$ cat src/rtl/fb_pkg.sv
// Shared types and constants for the framebuffer scan-out reader.
package fb_pkg;

  localparam int FB_WORDS   = 153600;  // 640*480 pixels, two pixels per word
  localparam int OCM_ADDR_W = 19;
  localparam int RD_LAT     = 2;       // fixed OCM read latency after a grant

  typedef logic [7:0]            pixel_t;
  typedef logic [15:0]           fb_word_t;
  typedef logic [OCM_ADDR_W-1:0] ocm_addr_t;

  typedef enum logic [1:0] {IDLE, FLUSH, FILL, RUN} scan_state_e;

  // The high byte of each word is the earlier pixel on the line
  localparam logic BYTE_HI = 1'b0;
  localparam logic BYTE_LO = 1'b1;

  function automatic pixel_t pick_byte(input fb_word_t word, input logic sel);
    return (sel == BYTE_HI) ? word[15:8] : word[7:0];
  endfunction

endpackage

$ cat src/rtl/fb_scanout_reader_if.sv
// Arbitrated OCM read port: the reader is the master, the OCM/arbiter the slave.
interface fb_scanout_reader_if;
  import fb_pkg::*;

  logic      rd_req;
  ocm_addr_t rd_addr;
  logic      rd_gnt;
  logic      rd_valid;
  fb_word_t  rd_data;

  modport master (output rd_req, rd_addr, input rd_gnt, rd_valid, rd_data);
  modport slave  (input rd_req, rd_addr, output rd_gnt, rd_valid, rd_data);

endinterface

$ cat src/rtl/fb_word_fifo.sv
// Synchronous word FIFO with show-ahead head; DEPTH must be a power of two.
module fb_word_fifo
  import fb_pkg::*;
#(
  parameter int DEPTH = 8
) (
  input  logic                     clk,
  input  logic                     rst,
  input  logic                     clear,
  input  logic                     push,
  input  logic                     pop,
  input  fb_word_t                 din,
  output fb_word_t                 head,
  output logic [$clog2(DEPTH):0]   count,
  output logic                     full,
  output logic                     empty
);

  localparam int AW = $clog2(DEPTH);

  fb_word_t        mem [DEPTH];
  logic [AW-1:0]   wr_ptr;
  logic [AW-1:0]   rd_ptr;

  // Storage array carries data only, so it is not reset
  always_ff @(posedge clk) begin
    if (push) mem[wr_ptr] <= din;
  end

  // Pointer and occupancy bookkeeping; clear empties the FIFO in one cycle
  always_ff @(posedge clk or posedge rst) begin
    if (rst) begin
      wr_ptr <= '0;
      rd_ptr <= '0;
      count  <= '0;
    end else if (clear) begin
      wr_ptr <= '0;
      rd_ptr <= '0;
      count  <= '0;
    end else begin
      if (push) wr_ptr <= wr_ptr + AW'(1);
      if (pop)  rd_ptr <= rd_ptr + AW'(1);
      count <= count + {{AW{1'b0}}, push} - {{AW{1'b0}}, pop};
    end
  end

  assign head  = mem[rd_ptr];
  assign full  = (count == (AW+1)'(DEPTH));
  assign empty = (count == '0);

  no_overflow: assert property (@(posedge clk) disable iff (rst) !(push && full && !pop));
  no_underflow: assert property (@(posedge clk) disable iff (rst) !(pop && empty));

endmodule

$ cat src/rtl/fb_scanout_reader.sv
// Framebuffer scan-out reader: fetches OCM words in raster order into a small
// FIFO and hands out one 8-bit pixel per consumer request.
// Optional build macro FB_SCANOUT_STATS_EN adds a saturating underflow counter.
module fb_scanout_reader
  import fb_pkg::*;
#(
  parameter int FB_WORDS   = fb_pkg::FB_WORDS,
  parameter int FIFO_DEPTH = 8
) (
  input  logic   clk,
  input  logic   rst,
  input  logic   frame_start,
  input  logic   pix_req,
  output pixel_t pix_data,
  output logic   pix_valid,
  output logic   underflow,
`ifdef FB_SCANOUT_STATS_EN
  output logic [15:0] underflow_cnt,
`endif
  fb_scanout_reader_if.master bus
);

  localparam int CW = $clog2(FIFO_DEPTH);

  if (FIFO_DEPTH < RD_LAT + 2 || (FIFO_DEPTH & (FIFO_DEPTH - 1)) != 0) begin : g_bad_depth
    $error("FIFO_DEPTH must be a power of two and at least RD_LAT+2");
  end

  scan_state_e state;
  ocm_addr_t   addr;
  logic [CW:0] inflight;
  logic [CW:0] count;
  logic        full;
  logic        empty;
  fb_word_t    head;
  logic        byte_sel;

  logic          fetching;
  logic [CW+1:0] occupancy;
  logic          xfer;
  logic          ret;
  logic          push;
  logic          serve;
  logic          starve;
  logic          pop;

  // Request gating counts words already in flight so the FIFO can never overflow
  assign fetching    = (state == FILL) || (state == RUN);
  assign occupancy   = {1'b0, count} + {1'b0, inflight};
  assign bus.rd_req  = fetching && (addr < OCM_ADDR_W'(FB_WORDS)) &&
                       (occupancy < (CW+2)'(FIFO_DEPTH));
  assign bus.rd_addr = addr;
  assign xfer        = bus.rd_req && bus.rd_gnt;
  // A return with nothing outstanding (e.g. issued before a reset) is ignored;
  // returns during a frame restart are counted off but never stored
  assign ret         = bus.rd_valid && (inflight != '0);
  assign push        = ret && fetching && !frame_start;
  assign serve       = fetching && !frame_start && pix_req && !empty;
  assign starve      = fetching && !frame_start && pix_req && empty;
  assign pop         = serve && (byte_sel == BYTE_LO);

  fb_word_fifo #(.DEPTH(FIFO_DEPTH)) u_fifo (
    .clk   (clk),
    .rst   (rst),
    .clear (frame_start),
    .push  (push),
    .pop   (pop),
    .din   (bus.rd_data),
    .head  (head),
    .count (count),
    .full  (full),
    .empty (empty)
  );

  // Scan state: frame_start always restarts via FLUSH, which drains old reads
  always_ff @(posedge clk or posedge rst) begin
    if (rst) begin
      state <= IDLE;
    end else if (frame_start) begin
      state <= FLUSH;
    end else begin
      case (state)
        FLUSH:   if (inflight == '0) state <= FILL;
        FILL:    if (full || addr == OCM_ADDR_W'(FB_WORDS)) state <= RUN;
        default: state <= state;
      endcase
    end
  end

  // Fetch address and outstanding-read count; address parks at FB_WORDS
  always_ff @(posedge clk or posedge rst) begin
    if (rst) begin
      addr     <= '0;
      inflight <= '0;
    end else begin
      if (frame_start) addr <= '0;
      else if (xfer)   addr <= addr + OCM_ADDR_W'(1);
      inflight <= inflight + {{CW{1'b0}}, xfer} - {{CW{1'b0}}, ret};
    end
  end

  // Pixel output register, byte alternation and sticky underflow flag
  always_ff @(posedge clk or posedge rst) begin
    if (rst) begin
      pix_data  <= '0;
      pix_valid <= 1'b0;
      underflow <= 1'b0;
      byte_sel  <= BYTE_HI;
    end else begin
      pix_valid <= serve;
      if (frame_start) begin
        byte_sel  <= BYTE_HI;
        underflow <= 1'b0;
      end else if (serve) begin
        pix_data <= pick_byte(head, byte_sel);
        byte_sel <= ~byte_sel;
      end else if (starve) begin
        pix_data  <= '0;
        underflow <= 1'b1;
      end
    end
  end

`ifdef FB_SCANOUT_STATS_EN
  // Saturating count of starved pixel requests, cleared only by reset
  always_ff @(posedge clk or posedge rst) begin
    if (rst)                                   underflow_cnt <= '0;
    else if (starve && underflow_cnt != '1)    underflow_cnt <= underflow_cnt + 16'd1;
  end
`endif

endmodule

$ cat src/flat_wrapper.sv
// flat-port wrapper written by rule: the top's interface ports become plain ports
module fb_scanout_reader_flat import fb_pkg::*;
#(
  parameter int FB_WORDS   = fb_pkg::FB_WORDS,
  parameter int FIFO_DEPTH = 8
)
  (clk, rst, frame_start, pix_req, pix_data, pix_valid, underflow, bus_rd_req, bus_rd_addr, bus_rd_gnt, bus_rd_valid, bus_rd_data);
  fb_scanout_reader_if bus_i ();
  input  logic clk;
  input  logic rst;
  input  logic frame_start;
  input  logic pix_req;
  output pixel_t pix_data;
  output logic pix_valid;
  output logic underflow;
  output wire logic [$bits(bus_i.rd_req)-1:0] bus_rd_req;
  output wire logic [$bits(bus_i.rd_addr)-1:0] bus_rd_addr;
  input wire logic [$bits(bus_i.rd_gnt)-1:0] bus_rd_gnt;
  input wire logic [$bits(bus_i.rd_valid)-1:0] bus_rd_valid;
  input wire logic [$bits(bus_i.rd_data)-1:0] bus_rd_data;
  assign bus_rd_req = bus_i.rd_req;
  assign bus_rd_addr = bus_i.rd_addr;
  assign bus_i.rd_gnt = bus_rd_gnt;
  assign bus_i.rd_valid = bus_rd_valid;
  assign bus_i.rd_data = bus_rd_data;
  fb_scanout_reader #(.FB_WORDS(FB_WORDS), .FIFO_DEPTH(FIFO_DEPTH)) u_core (.clk(clk), .rst(rst), .frame_start(frame_start), .pix_req(pix_req), .pix_data(pix_data), .pix_valid(pix_valid), .underflow(underflow), .bus(bus_i));
endmodule
$ cat config.mk
export PLATFORM = sky130hd
export DESIGN_NAME = fb_scanout_reader_flat
export DESIGN_NICKNAME = d
export VERILOG_FILES = /design/src/rtl/fb_pkg.sv /design/src/rtl/fb_scanout_reader_if.sv /design/src/rtl/fb_word_fifo.sv /design/src/rtl/fb_scanout_reader.sv /design/src/flat_wrapper.sv
export SDC_FILE = /design/constraint.sdc
export NUM_CORES = 1
export LEC_CHECK = 0
export CAP_MARGIN = 40
export CORE_MARGIN = 5
export CORE_UTILIZATION = 45
export CTS_CLUSTER_DIAMETER = 40
export DETAILED_ROUTE_END_ITERATION = 10
export PLACE_DENSITY_LB_ADDON = 0.12
export SETUP_SLACK_MARGIN = 0.2
export SLEW_MARGIN = 10
export SYNTH_ARGS = -nofsm -noshare
export SYNTH_HDL_FRONTEND = slang
export SYNTH_SLANG_ARGS = --single-unit
$ cat constraint.sdc
create_clock -name clk -period 8.2 [get_ports clk]
set_input_delay 0.82 -clock clk [delete_from_list [all_inputs] [get_ports clk]]
set_output_delay 0.82 -clock clk [all_outputs]
set_load 0.02 [all_outputs]
# After elaboration in Yosys (flattened, before gate mapping)
# Memory sizes are Yosys's and may differ from the RTL's.
# Index checks and enable logic that the tools add are counted.
word_totals:
  ff_bits: 46
  latch_bits: 0
  ramBits: 128
  rom_bits: 0
  in_bits: 22
  output_inout_bits: 30
  elab_cells: 80
  mem_count: 1
classes:
  addsub: 8
  n_mul: 0
  div_mod_pow: 0
  n_lt_le_gt_ge: 2
  n_eq_ne: 8
  n_shift: 0
  n_mux: 21
  bitwise: 2
  n_reduce_logical: 28
memory_table:
  columns: ["memory", "depth", "word_bits", "rd", "rd_ports_with_merged_regs", "wr", "line", "text"]
  rows:
  - ["u_core.u_fifo.mem", 8, 16, 1, 0, 1, "fb_word_fifo.sv:21", "fb_word_t mem [DEPTH];"]
ops:
  columns: ["operator", "count"]
  rows:
  - ["19-bit 2-to-1 mux", 2]
  - ["8-bit 2-to-1 mux", 3]
  - ["19-bit by 1-bit adder with 19-bit output, second input constant", 1]
  - ["19-bit by 18-bit == test with 1-bit output, second input constant", 1]
  - ["19-bit by 18-bit < comparator with 1-bit output, second input constant", 1]
  - ["3-bit 2-to-1 mux", 4]
  - ["2-bit nonzero test", 6]
  - ["1-bit logical AND", 11]
  - ["4-bit by 1-bit adder with 4-bit output", 2]
  - ["4-bit logical NOT", 2]
  - ["4-bit by 1-bit subtractor with 4-bit output", 2]
  - ["1-bit 2-to-1 mux", 7]
  - ["3-bit by 1-bit adder with 3-bit output, second input constant", 2]
  - ["2-bit 2-to-1 mux", 3]
  - ["4-bit by 4-bit adder with 5-bit output", 1]
  - ["5-bit by 4-bit < comparator with 1-bit output, second input constant", 1]
  - ["2-bit == test, second input constant", 2]
  - ["4-bit == test, second input constant", 1]
  - ["4-bit 2-to-1 mux", 1]
  - ["2-bit case mux with 2 select lines", 1]
  - ["2-bit AND reduction", 2]
  - ["4-bit nonzero test", 1]
  - ["3-bit by 2-bit inequality test with 1-bit output, second input constant", 1]
  - ["3-bit inequality test, second input constant", 1]
  - ["other kinds (7)", 10]

# Depth between registers and ports, before layout
# Gate-level depths: netlist (run 1).
logic_depth:
  depth_word: 8
  depth_mapped: 12
  mapped_depth_nobuf: 12

# Cells and area by module
# A second synthesis (run 1) with hierarchy kept.
unflattened:
  cells_unflattened: 446
  area_unflattened_um2: 7460.9
modules_own_cells:
  columns: ["module", "n_inst", "cells_per_inst", "area_each_um2", "seq_area_each_um2"]
  rows:
  - ["fb_word_fifo", 1, 252, 5525.3, 4093.9]
  - ["fb_scanout_reader", 1, 194, 1935.6, 900.9]

# Worst setup path after synthesis (run 1)
# OpenSTA, ideal clock, no wires.
synth_path:
  path_type: "in2reg"
  from: "input port frame_start"
  to: "memory u_core.u_fifo.mem[0][0] in the netlist's numbering (enable)"
  setup_time_ns: 0.409
  t_arrival_ns: 2.447
  path_slack_ns: 5.343
  cell_stages: 3
  path_buffers: 0
  cell_sequence: "nand4b_1 or2_2 nor3_1"
synth_via:
  elab_chain_len: 4
synth_lines:
  columns: ["element", "line", "text"]
  rows:
  - ["from (decl)", "flat_wrapper.sv:11", "input logic frame_start;"]
  - ["1-bit logical NOT", "fb_scanout_reader.sv:57", "assign push = ret && fetching && !frame_start;"]
  - ["1-bit logical AND", "fb_scanout_reader.sv:57", null]
  - ["1-bit 2-to-1 mux", "fb_word_fifo.sv:27", "if (push) mem[wr_ptr] <= din;"]
  - ["1-bit 2-to-1 mux (implied by the code)", "fb_word_fifo.sv:27", null]
  - ["to (decl)", "fb_word_fifo.sv:21", null]
# No other way between the ends.

# Worst setup path after layout (run 1)
layout_path:
  from: "register u_core.u_fifo.count[3]"
  to: "output port bus_rd_req"
layout_via:
  elab_chain_len: 3
layout_lines:
  columns: ["element", "line", "text"]
  rows:
  - ["from (decl)", "fb_word_fifo.sv:14", "output logic [$clog2(DEPTH):0] count,"]
  - ["from (signal assigned)", "fb_word_fifo.sv:43", "count <= count + {{AW{1'b0}}, push} - {{AW{1'b0}}, pop};"]
  - ["4-bit by 4-bit adder with 5-bit output", "fb_scanout_reader.sv:49", "assign occupancy = {1'b0, count} + {1'b0, inflight};"]
  - ["5-bit by 4-bit < comparator with 1-bit output", "fb_scanout_reader.sv:51", "(occupancy < (CW+2)'(FIFO_DEPTH));"]
  - ["1-bit logical AND", "fb_scanout_reader.sv:50", "assign bus.rd_req = fetching && (addr < OCM_ADDR_W'(FB_WORDS)) &&"]
  - ["to (decl)", "flat_wrapper.sv:16", "output wire logic [$bits(bus_i.rd_req)-1:0] bus_rd_req;"]
# No other way between the ends.

==> flow_summary.ini, run 1 <==
[setup_path]
crit_chain = ha_1, nor3b_1, nand2_1, nor2_1, clkdlybuf4s50_1
worst-path-max-fanout = 14
r2r_slack_ns = 5.57
crit_path_end_kind = output port
slowest_stage = clkdlybuf4s50_1
max_stage_delay_ns = 0.63
cp_num_buf_inv = 1
worstSetupPathType = register to output port
start_kind = register
worstPathRequired_ns = 7.38
arrival_ns = 2.64
critPathTopFamily = simple AND/OR/NAND/NOR gates

[synthesis]
synth_nets = 508
ys.flop_type = edfxtp_1
avgSynthCellArea_um2 = 16.2
synth_top_cell_by_area = edfxtp_1
yosysTopAreaCellShare_pct = 51.1
synth-seq-cells = 174
synth_cell_types = 57
synth_edf_count = 128
ys_seq_area_share_pct = 66.4
syn-cell-area_um2 = 7530
yosys_warnings = 0
synth_area_leaders = edfxtp_1 (51%), dfrtp_1 (15%), mux4_2 (9.6%), ha_1 (3.0%), mux2_2 (1.9%)
netlist_top_cells_count = edfxtp_1 (128), dfrtp_1 (46), mux4_2 (32)
syn_inst = 466
yosysMostFrequentCell = edfxtp_1
synthArstFlopShare_pct = 26.4

[sta]
max_freq_ghz = 0.289
finalCriticalPeriod_ns = 3.46
clock_skew_ns = 0.0119
period_share_pct = 42.2
fin_setup_tns_ns = 0
worstMarginPinSlew_ns = 0.719
hold_violations = 0
slew_headroom_pct = 52.0
final_max_slew_viol_count = 0
hold_ws_ns = 0.516
rsz0062_at_grt = no
setup_viol = 0

[global_route]
grt-ovfl-total = 0
grt_pass1_vias = 4447
grtUsageTotal_pct = 16.6
grt_pass1_wl_mm = 24.6
antenna_found_initial = 0
grt_max_degree = 47

[die]
die_area_um2 = 19400
coreArea_um2 = 16500
die_w_um = 139
die_y_um = 139
io-pin-count = 52
initial_utilization_pct = 45.6
rows = 47

[final_layout]
area_growth_pct = 18.6
nFillCells = 1316
fin_nets = 572
n_antenna_cell = 0
fin_util_pct = 54.0
final_layout_size_suffix_gt1_share_pct = 19.3

[route]
via_per_inst = 5.58
first_pass_iters = 4
wl_per_cell_um = 20.2
dr.first_iter.drc_count = 309
drc_errors = 0
antenna_left = 0
vias = 4261
wirelength_mm = 15.4

[min_path]
hold_path.class = register to register

[status]
status = completed

[placement]
place.gp.congestion = 0.820
hpwl_mm = 9.57
io_buffer_count = 51

[cts]
root_buffer = clkbuf_16
postCtsSetupBuffers = 0
cts.htree.levels = 4
clk_latency_ns = 0.43
path_clk_slew_ns = 0.07
cts_resized = 0
cts_tree = yes
clk_path_buf_depth = 2
cts_made_buffers = 17
cts_num_sinks = 174
cts_hold_buf = 0

[job]
drv_cap = 0

[pwr]
leakage_nw = 3.07
total_power_mw = 1.96
ir_drop_uv = 139
power_density_nw_per_um2 = 220
[final timing paths]
check	startpoint	to	cells past startpoint
setup / recovery	u_core.u_fifo.count[3]$_DFF_PP0_	bus_rd_req	5
hold / removal	u_core.pix_data[7]$_DFFE_PP0P_	u_core.pix_data[7]$_DFFE_PP0P_	2
setup reg to reg	u_core.u_fifo.count[3]$_DFF_PP0_	u_core.inflight[2]$_DFF_PP0_	8
hold reg to reg	u_core.pix_data[7]$_DFFE_PP0P_	u_core.pix_data[7]$_DFFE_PP0P_	2
max in group asynchronous	rst	u_core.u_fifo.rd_ptr[0]$_DFFE_PP0P_	3
min in group asynchronous	rst	u_core.bus.rd_addr[4]$_DFFE_PP0P_	3
[power breakdown]
group	total, mW	leakage, nW	internal, mW	switching [mW]
Clock	0.798	0.282	0.455	0.343
Sequential	0.998	1.78	0.973	0.0247
Combinational	0.164	1.01	0.0734	0.0902
Total	1.96	3.07	1.50	0.458
[metrics by stage]
stage | std cells | worst slack (ns) | instance area, um^2
6_report | 763 | 4.74 | 8920
4_1_cts | 763 | 4.69 | 8920
3_3_place_gp | 730 | 4.86 | 8330
3_5_place_dp | 731 | 4.81 | 8340
2_1_floorplan | 466 | 5.34 | 7530
5_1_grt | 763 | 4.54 | 8920
[placed cells by master, fill, tap and decap left out, types with 4 or more instances in the layout]
master	instances
nor4_1	6
nor2b_1	9
xnor2_1	4
mux4_2	32
nand3_1	14
ha_1	18
inv_1	18
a21oi_1	14
edfxtp_1	128
xor2_1	5
buf_4	13
o21ai_0	10
nand2_1	11
o31ai_1	9
nand4_1	4
dfrtp_1	45
nor2_1	27
clkbuf_16	17
mux2_2	13
mux2i_1	11
clkdlybuf4s50_1	51
or4_1	8
a32oi_1	7
[final cells by class]
type,instances,area (um^2),share of cell area (%)
timing repair buffer,65,619,6.94
tap,220,275,3.08
sequential,174,5000,56.0
clock buffer,18,429,4.81
clock inverter,14,156,1.75
multi-input combinational,253,2380,26.6
inverter,19,71.3,0.799
[worst min-delay path: stages, from the launching register on]
cell and delay, ns:
dfrtp_1 0.35, a32oi_1 0.05, o21ai_0 0.07
[flip-flops by register name, indices dropped and copies added (netlist names), 2 cells and up]
name	flops
u_core.u_fifo.wr_ptr	3
u_core.pix_data	8
u_core.bus.rd_addr	19
u_core.u_fifo.count	4
u_core.u_fifo.mem	128
u_core.u_fifo.rd_ptr	3
u_core.inflight	4
u_core.state	2
[logic make-up (layout without fill, tap and decap cells)]
| logic type | count (synthesis) | in the layout | share of synthesized area [%] |
|---|---|---|---|
| AND/OR/NAND/NOR | 115 | 115 | 8.93 |
| flip-flops | 174 | 174 | 66.4 |
| buffers and inverters | 39 | 116 | 2.21 |
| AO/OA/AOI/OAI | 53 | 53 | 4.95 |
| adder cells (fa/ha/maj) | 20 | 20 | 3.52 |
| multiplexers | 56 | 56 | 13.0 |
| XOR/XNOR | 9 | 9 | 1.05 |
[metal layers]
layer,track usage [%],routed length (um),vias to the layer above
met1,21.1,6600,2185
met2,27.8,7890,92
li1,-,-,1966
met5,0,0,-
met4,6.13,248,0
met3,3.84,704,18
Power figures use the tool's default switching activity.
==> inputs of run 2 (changes only) <==
clock period = 3.35 ns   (was 8.2 ns; I/O delays follow)
==> flow_summary.ini, run 2 (same netlist as run 1, synthesis figures left out) <==
[cts]
clk_path_buf_depth = 2
root_buffer = clkbuf_16
cts_made_buffers = 17
clk_latency_ns = 0.44
cts_tree = yes
cts_num_sinks = 174
path_clk_slew_ns = 0.07
cts.htree.levels = 4

[final_layout]
top_register = u_core.u_fifo.mem
area_growth_pct = 19.4
fin_util_pct = 54.4
largest_register_ff_count = 128
final_layout_size_suffix_gt1_share_pct = 20.3
final_cell_mix = edfxtp_1 (128), clkdlybuf4s50_1 (51), dfrtp_1 (45), mux4_2 (32), nor2_1 (27)
design_area_um2 = 8990
fin_nets = 575
layout_commonest_cell = edfxtp_1
n_antenna_cell = 0

[setup_path]
cp_num_buf_inv = 1
r2r_slack_ns = 0.72
critPathTopFamily = simple AND/OR/NAND/NOR gates
worstSetupPathType = register to output port
start_kind = register
max_stage_delay_ns = 0.63
timing.rr.end = u_core.u_fifo.count[2]$_DFF_PP0_
startpoint = u_core.u_fifo.count[3]$_DFF_PP0_
r2r_start = u_core.u_fifo.count[2]$_DFF_PP0_
arrival_ns = 2.67
crit_path_end_kind = output port
ff2ff_path_depth = 11
crit_chain = ha_1, nor3b_1, nand2_2, nor2_1, clkdlybuf4s50_1
slowest_stage = clkdlybuf4s50_1
worst-path-max-fanout = 14
worstPathRequired_ns = 3.01

[die]
die_y_um = 139
initial_utilization_pct = 45.6
rows = 47
die_w_um = 139
io-pin-count = 52
coreArea_um2 = 16500
die_area_um2 = 19400

[sta]
finalWorstSetupSlack_ns = 0.344
hold_violations = 0
period_share_pct = 89.7
worstMarginPinSlew_ns = 0.796
setup_viol = 0
slew_headroom_pct = 46.9
fin_setup_tns_ns = 0
rsz0062_at_grt = no
max_freq_ghz = 0.333
finalCriticalPeriod_ns = 3.01
final_max_slew_viol_count = 0
clock_skew_ns = 0.0160

[pwr]
total_power_mw = 4.82
seq_power_share_pct = 50.7
intPower_mw = 3.63
p_switching_mw = 1.19
pwr-share-comb_pct = 8.4
power_density_nw_per_um2 = 536
swShare_pct = 24.8
ir_drop_uv = 461
leakage_nw = 3.10
p_clk_share_pct = 40.8

[route]
vias = 4266
drc_errors = 0
antenna_left = 0
via_per_inst = 5.57
first_pass_iters = 4
dr.first_iter.drc_count = 341
wirelength_mm = 15.9
wl_per_cell_um = 20.7

[job]
drv_cap = 0

[placement]
placed_cell_area_um2 = 8390
io_buffer_count = 51
hpwl_mm = 10.2
pre_cts_ws_ns = 0.761
place.gp.congestion = 0.824

[global_route]
grt-ovfl-total = 0
grt_max_degree = 28
grtUsageTotal_pct = 17.5
antenna_found_initial = 0
grt_pass1_vias = 4523
grt_pass1_wl_mm = 26.0

[min_path]
hold_path.class = input port to asynchronous set/reset pin

[status]
status = completed
[run 2: cell types whose count changed in the layout (fill, tap and decap cells not counted)]
| cell | previous run | this run |
|---|---|---|
| clkinv_8 | 0 | 3 |
| buf_12 | 0 | 2 |
| clkinv_4 | 1 | 3 |
| clkinvlp_4 | 2 | 0 |
| buf_4 | 13 | 14 |
| bufinv_16 | 2 | 1 |
| clkbuf_1 | 1 | 0 |
| clkinv_1 | 2 | 1 |
| nand2_1 | 11 | 10 |
| nand2_2 | 0 | 1 |
[run 2: metrics by stage]
stage / hold WS (ns) / std cells
5_1_grt: 0.304 / 766
4_1_cts: 0.286 / 766
2_1_floorplan: 0.434 / 466
6_report: 0.270 / 766
3_5_place_dp: 0.491 / 734
3_3_place_gp: 0.478 / 733
[run 2: worst register-to-register path, cell delays in order, from the launching register on]
cell	delay [ns]
dfrtp_1	0.38
inv_1	0.11
ha_1	0.19
or3b_2	0.49
nand3_1	0.17
inv_1	0.07
ha_1	0.28
inv_1	0.04
ha_1	0.19
fa_1	0.38
xnor2_1	0.16
nor2_1	0.06
[run 2: repair_timing]
| action | 4_1_cts | 5_1_grt |
|---|---|---|
| resized for setup | 0 | 1 |
| setup endpoints to repair | 0 | 1 |
| buffers inserted | 0 | 0 |
| hold buffers | 0 | 0 |
[run 2: worst max path at each step]
| stage | endpoint | slack, ns | cells after the start |
|---|---|---|---|
| 2_1_floorplan | u_core.u_fifo.mem[0][0]$_DFFE_PP_ | 0.58 | 6 |
| 3_3_place_gp | bus_rd_req | 0.69 | 5 |
| 3_5_place_dp | bus_rd_req | 0.76 | 5 |
| 4_1_cts | bus_rd_req | 0.28 | 5 |
| 5_1_grt | bus_rd_req | 0.17 | 5 |
| 6_report | bus_rd_req | 0.34 | 5 |
[run 2: power groups by stage]
stage / Sequential (mW) / Combinational, mW / Clock [mW]
4_1_cts: 2.45 / 0.413 / 2.02
5_1_grt: 2.46 / 0.470 / 2.12
6_report: 2.45 / 0.406 / 1.97
3_5_place_dp: 2.49 / 0.412 / 0
2_1_floorplan: 2.49 / 0.236 / 0
3_3_place_gp: 2.49 / 0.398 / 0
[run 2: per-layer routing]
metal / global-route usage, % / vias up / wire length (um)
li1: - / 1967 / -
met2: 28.5 / 90 / 7880
met5: 0 / - / 0
met3: 3.84 / 19 / 633
met4: 6.23 / 0 / 261
met1: 23.4 / 2190 / 7090
[run 2: final cells by class]
cell class	instances	area [um^2]
Inverter	19	71.3
Clock buffer	17	425
Tap cell	220	275
Clock inverter	15	174
Sequential cell	174	5000
Multi-Input combinational cell	253	2380
Timing Repair Buffer	68	667
Fill cell	1336	7540
